--- src/rtl/start_token_srl_fifo.sv ---
// Start-token FIFO built on a shift array: every accepted write shifts the array,
// and the oldest token is read through a tap addressed by the registered occupancy.
module start_token_srl_fifo #(
    parameter int DATA_WIDTH = 1,
    parameter int ADDR_WIDTH = 5,
    parameter int DEPTH      = 17
) (
    input  logic                  clk,
    input  logic                  reset_n,
    input  logic                  if_write_ce,
    input  logic                  if_write,
    input  logic [DATA_WIDTH-1:0] if_din,
    output logic                  if_full_n,
    input  logic                  if_read_ce,
    input  logic                  if_read,
    output logic [DATA_WIDTH-1:0] if_dout,
    output logic                  if_empty_n,
    output logic [ADDR_WIDTH:0]   if_num_data_valid,
    output logic [ADDR_WIDTH:0]   if_fifo_cap
);

    localparam logic [ADDR_WIDTH:0] DEPTH_C = (ADDR_WIDTH + 1)'(DEPTH);
    localparam logic [ADDR_WIDTH:0] ONE_C   = (ADDR_WIDTH + 1)'(1);

    logic [ADDR_WIDTH:0]   count_q, count_d;
    logic [DATA_WIDTH-1:0] sig_q [DEPTH];
    logic [DATA_WIDTH-1:0] sig_d [DEPTH];
    logic [ADDR_WIDTH:0]   count_m1;
    logic [ADDR_WIDTH-1:0] addr;
    logic                  push;
    logic                  pop;

    // Flags and tap address come only from registered count, never from requests.
    assign if_empty_n        = (count_q != '0);
    assign if_full_n         = (count_q != DEPTH_C);
    assign if_num_data_valid = count_q;
    assign if_fifo_cap       = DEPTH_C;

    assign push = if_write & if_write_ce & if_full_n;
    assign pop  = if_read & if_read_ce & if_empty_n;

    always_comb begin
        count_m1 = count_q - ONE_C;
        addr     = '0;
        if (count_q != '0) begin
            addr = count_m1[ADDR_WIDTH-1:0];
        end
    end

    assign if_dout = sig_q[addr];

    always_comb begin
        count_d = count_q;
        case ({push, pop})
            2'b10:   count_d = count_q + ONE_C;
            2'b01:   count_d = count_m1;
            default: count_d = count_q;
        endcase
    end

    // Newest token enters at index 0; the tap slides toward it as tokens are popped.
    always_comb begin
        for (int i = 0; i < DEPTH; i++) begin
            sig_d[i] = sig_q[i];
        end
        if (push) begin
            for (int i = DEPTH - 1; i > 0; i--) begin
                sig_d[i] = sig_q[i-1];
            end
            sig_d[0] = if_din;
        end
    end

    always_ff @(posedge clk or negedge reset_n) begin
        if (!reset_n) begin
            count_q <= '0;
        end else begin
            count_q <= count_d;
        end
    end

    always_ff @(posedge clk) begin
        for (int i = 0; i < DEPTH; i++) begin
            sig_q[i] <= sig_d[i];
        end
    end

endmodule

--- config.mk ---
export PLATFORM = sky130hd
export DESIGN_NAME = start_token_srl_fifo
export DESIGN_NICKNAME = d
export VERILOG_FILES = /design/src/rtl/start_token_srl_fifo.sv
export SDC_FILE = /design/constraint.sdc
export NUM_CORES = 1
export LEC_CHECK = 0
export ABC_AREA = 1
export BUFFER_PORTS_ARGS = -buffer_cell sky130_fd_sc_hd__buf_4
export CORE_ASPECT_RATIO = 0.6
export CORE_UTILIZATION = 40
export DETAILED_ROUTE_END_ITERATION = 8
export PLACE_DENSITY_LB_ADDON = 0.12
export SYNTH_ARGS = -nofsm -noshare
export SYNTH_HDL_FRONTEND = slang
export SYNTH_SLANG_ARGS = --single-unit
--- constraint.sdc ---
create_clock -name clk -period 6.2 [get_ports clk]
set_input_delay 0.93 -clock clk [delete_from_list [all_inputs] [get_ports clk]]
set_output_delay 0.93 -clock clk [all_outputs]
set_load 0.02 [all_outputs]
# Yosys cells after proc, flatten, opt, wreduce, memory -nomap -nowiden
# Memory sizes are Yosys's and may differ from the RTL's.
# Index checks and enable logic that the tools add are counted.
[word_totals] register_bits=6 ram_bits=17 inputBits=7 out_inout_bits=15 wordCells=17 n_memories=1
[mem_list] name="sig_q" words=17 width=1 read_ports=17 rd_ports_with_merged_regs=0 wr=17 line_no="26" source="logic [DATA_WIDTH-1:0] sig_q [DEPTH];"
[op_classes] add_sub_neg=2 eq_ne=4 muxes=3 n_bitwise=4 n_reduce_logical=2
[op_table] op="$mux 17" n=1
[op_table] op="$pmux 6 s2" n=1
[op_table] op="$add 6x1->6 const B" n=1
[op_table] op="$ne 6x5->1 const B" n=1
[op_table] op="$reduce_bool 6->1" n=1
[op_table] op="$sub 6x1->6 const B" n=1
[op_table] op="$mux 5" n=1
[op_table] op="$and 1x1->1" n=4
[op_table] op="$eq 2x1->1 const B" n=1
[op_table] op="$eq 2x2->1 const B" n=1
[op_table] op="$reduce_bool 2->1" n=1
[op_table] op="$ne 1x1->1 const B" n=1

# Depth between registers and ports, before layout
[logic_depth] ltp_word=4 depth_mapped=14 depth_no_buf=12

# Worst setup path after synthesis
# No wires, ideal clock.
[synth_timing] kind="register to output" startpoint="register count_q[0], in the netlist if_num_data_valid[0]" endpoint="output if_dout" arrival_time_ns=1.778 required_time_ns=5.270 slack_ns=3.492 stages_incl_launch_ff=13 path_buffers=1 path_cell_list="dfrtp_1 > inv_2 > buf_12 > ha_1 > inv_1 > nand2_2 > nor2_1 > nand2_1 > nand3_1 > nand3_2 > nand2_1 > nand2_1 > nand2_1"
[synth_via] elab_chain_cells=3
[synth_lines] element="from (decl)" line_no="25" source="logic [ADDR_WIDTH:0] count_q, count_d;"
[synth_lines] element="from (signal assigned)" line_no="78" source="count_q <= count_d;"
[synth_lines] element="$sub 6x1->6 or $reduce_bool 6->1 (tied branches)" line_no="43, 45"
[synth_lines] element="$mux 5 *" line_no="45" source="if (count_q != '0) begin"
[synth_lines] element="$mem_v2 17x1 *"
[synth_lines] element="to (decl)" line_no="16" source="output logic [DATA_WIDTH-1:0] if_dout,"
# Mark *: on every way between the ends. The rest lies on a longest branch, timed or not.

# Final worst setup path
# Ends and elaborated chain as after synthesis.

==> results.md <==
- Seq/Total Area, Yosys: about 50%
- Cell depth of the worst flop-to-flop path: 12
- Pin count of the biggest net entering global routing: 18
- RSZ-0062 raised after global routing: false
- Post-CTS Resized: 0
- Critical Path AT: 2.22 ns
- Worst Path Buf+Inv: 2
- FMAX: 318 MHz
- Layout Nets: 167
- TritonCTS clock tree: done
- Max cap viols: 0
- WHS Path Cells: 0
- Ys Warns: 0
- Clock skew: 0.00201 ns
- Comb power frac: 53.2%
- Hold buffers post-CTS: 0
- Clock slew at reported path FFs: about 0.08 ns
- I/O Buffers: 15
- Total track usage: 15.1%
- Die Y: 46.9 um
- Clock Tree Buf Depth: 2
- GPL Wtd Cong: between 0.8 and 0.9
- CP startpoint kind: register
- Total wire length: 2.49 mm
- GRT overflow: 0
- CP Class: register to output port
- Synth Area per Inst: 9.59 sq um
- Synthesized area: 1340 sq um
- Detailed Routing Iterations Pass 1: 4
- Count of different cell masters after synthesis: 31
- Mapped Cells: 140
- Residual DRC count: 0
- Leak Pwr: 0.000694 uW
- Sw power: about 310 uW
- Core area: 3020 sq um
- Initial DRC Count: between 70 and 80
- Placed cells: 192
- Die Area: about 3600 sq um
- CP max stage cell: dfrtp_1
- Period utilisation layout: ~51%
- Setup violations, final: 0
- Crit Path Max Fanout: 15
- Clk sinks: 23
- Sw frac: 45.5%
- Starting Density: 44.4%
- Worst rel slew slack: 57.5%
- Fin. Hold Viols: 0
- Crit. path cell count: 12
- Post-CTS Setup Inserts: 0
- Hold WC Path Type: register to register
- Register share of total power: 33.5%
- #FFs+latches synth: 23
- Post-route ant nets: 0
- Worst slew pin tran: 0.637 ns
- WP data required: 5.27 ns
- CTS H-tree depth: 1
- Largest stage delay on the critical path: 0.47 ns
- Non-Filler Instances: 196
- Number of CTS-inserted buffers: 3
- Initial antenna violation count: 0
- Area delta synth->final: 10.8%
- Wire length of the first global-routing pass: 3.95 mm
- Most frequent cells in the layout: 24 x inv_1, 23 x nand2_1, 20 x nand3_1
- Worst path top cell family by delay: simple AND/OR/NAND/NOR gates
- Num ports: 22
- Tmin final: 3.15 ns
- Max VDD drop: 0.252 mV
- Root buf cell: clkbuf_8
- Ant. Diodes: 0
- Setup TNS: 0 ns
- Routed vias/inst: 4.67
- Chip Width: 76.8 um
- Site row count: 15
- DR WL/cell: 12.7 um
- PD cells: 463 nW/um^2
- Most common cell after layout, fill and taps aside: inv_1
- DP HPWL: 1.98 mm
- Clk_lat worst skew: 0.26 ns
- Critical Path Most Common Cell: nand2_1
- Clock network fraction of total power: 13.3%
- Crit. End Element: output port
- Int Pwr: 375 uW
- Final Max Tran Viols: 0
- Fraction of layout cells with a size suffix above 1: roughly 21%
- Status: finished clean
- Vias: roughly 920
- Vias in the first global route: 778
- Worst-path cell chain: inv_2 > ha_1 > nand3_4 > nand2_2 > nand2_1 > nand3_1 > nand3_1 > nand3_1 > nand2_1 > nand2_1 > nand2_1 > buf_4
[worst paths after layout]
| path | from | end | slack, ns |
|---|---|---|---|
| max | if_num_data_valid[0]$_DFFE_PN0P_ | if_dout | 3.05 |
| min | sig_q[5]$_DFFE_PP_ | sig_q[6]$_DFFE_PP_ | 0.45 |
| max reg2reg | if_num_data_valid[0]$_DFFE_PN0P_ | if_num_data_valid[5]$_DFFE_PN0P_ | 3.72 |
| min reg2reg | sig_q[5]$_DFFE_PP_ | sig_q[6]$_DFFE_PP_ | 0.45 |
| max in group asynchronous | reset_n | if_num_data_valid[0]$_DFFE_PN0P_ | 5.62 |
| min in group asynchronous | reset_n | if_num_data_valid[5]$_DFFE_PN0P_ | 0.46 |
[registers in the layout, summed over array words and instances (netlist names)]
register,flops
if_num_data_valid,6
sig_q,17
[worst reg2reg max path, delay by kind of cell (launching register included)]
kind            cells  cell delay [ns]
compound gates      2             0.26
xor+xnor            1             0.13
fa+ha+maj           2             0.58
buf+inv             4             0.49
flops               1             0.47
simple gates        3             0.45
[final cells by class]
class                           instances  area, sq um
Multi-Input combinational cell         85          514
Fill cell                             288         1530
Tap cell                               42         52.6
Timing Repair Buffer                   15          113
Clock inverter                          1         5.00
Inverter                               27          101
Clock buffer                            3         41.3
Sequential cell                        23          661
[stage by stage]
step	utilization, %	power [uW]	setup slack [ns]	hold slack (ns)	area (sq um)
3_5_place_dp	47.7	596	3.38	0.434	1440
2_1_floorplan	-	512	3.49	0.417	1360
6_report	49.2	688	3.05	0.452	1490
4_1_cts	49.2	689	3.08	0.454	1490
5_1_grt	49.2	743	2.86	0.446	1490
3_3_place_gp	47.7	592	3.44	0.436	1440
[kinds of logic (layout without fill, tap and decap cells)]
logic type / after synthesis / count (layout) / synth area share [%]
other cells: 2 / 6 / 0.559
fa+ha+maj: 5 / 5 / 4.66
flops: 23 / 23 / 49.2
compound gates: 11 / 11 / 5.96
simple gates: 57 / 57 / 22.1
xor+xnor: 6 / 6 / 3.91
buf+inv: 36 / 46 / 13.6
[layer usage]
| metal | GRT usage (%) | wire, um | up-vias |
|---|---|---|---|
| li1 | - | - | 470 |
| met1 | 24.2 | 1430 | 416 |
| met2 | 18.4 | 920 | 28 |
| met3 | 4.47 | 126 | 2 |
| met4 | 4.62 | 8 | 0 |
| met5 | 0 | 0 | - |
[Yosys cell counts]
library cell	n	area, sq um
a21oi_2	1	8.76
ha_1	5	62.6
buf_6	1	11.3
nand3b_1	1	7.51
nand2_1	23	86.3
inv_1	24	90.1
o21ai_2	1	8.76
nor2_1	4	15.0
nand3_4	1	17.5
o31ai_1	1	7.51
dfrtp_1	6	150
nor2_2	1	6.26
nand3_1	20	100
a21oi_1	1	5.00
nand2_2	2	12.5
nor3_2	1	10.0
a22oi_1	2	15.0
edfxtp_1	17	510
buf_4	6	45.0
a32oi_1	1	8.76
o21ai_0	2	10.0
o2111ai_1	1	8.76
o211ai_1	1	7.51
xor2_1	4	35.0
inv_2	3	11.3
conb_1	2	7.51
xnor2_1	2	17.5
buf_12	1	20.0
nor2_4	1	11.3
nand3_2	3	30.0
buf_2	1	5.00
[power by group through the flow]
stage	registers (uW)	logic, uW	clock network (uW)
2_1_floorplan	250	262	0
3_3_place_gp	232	360	0
3_5_place_dp	233	363	0
4_1_cts	230	364	95.2
5_1_grt	235	406	103
6_report	230	366	91.8
No activity file was read; power rests on OpenSTA's default activity.
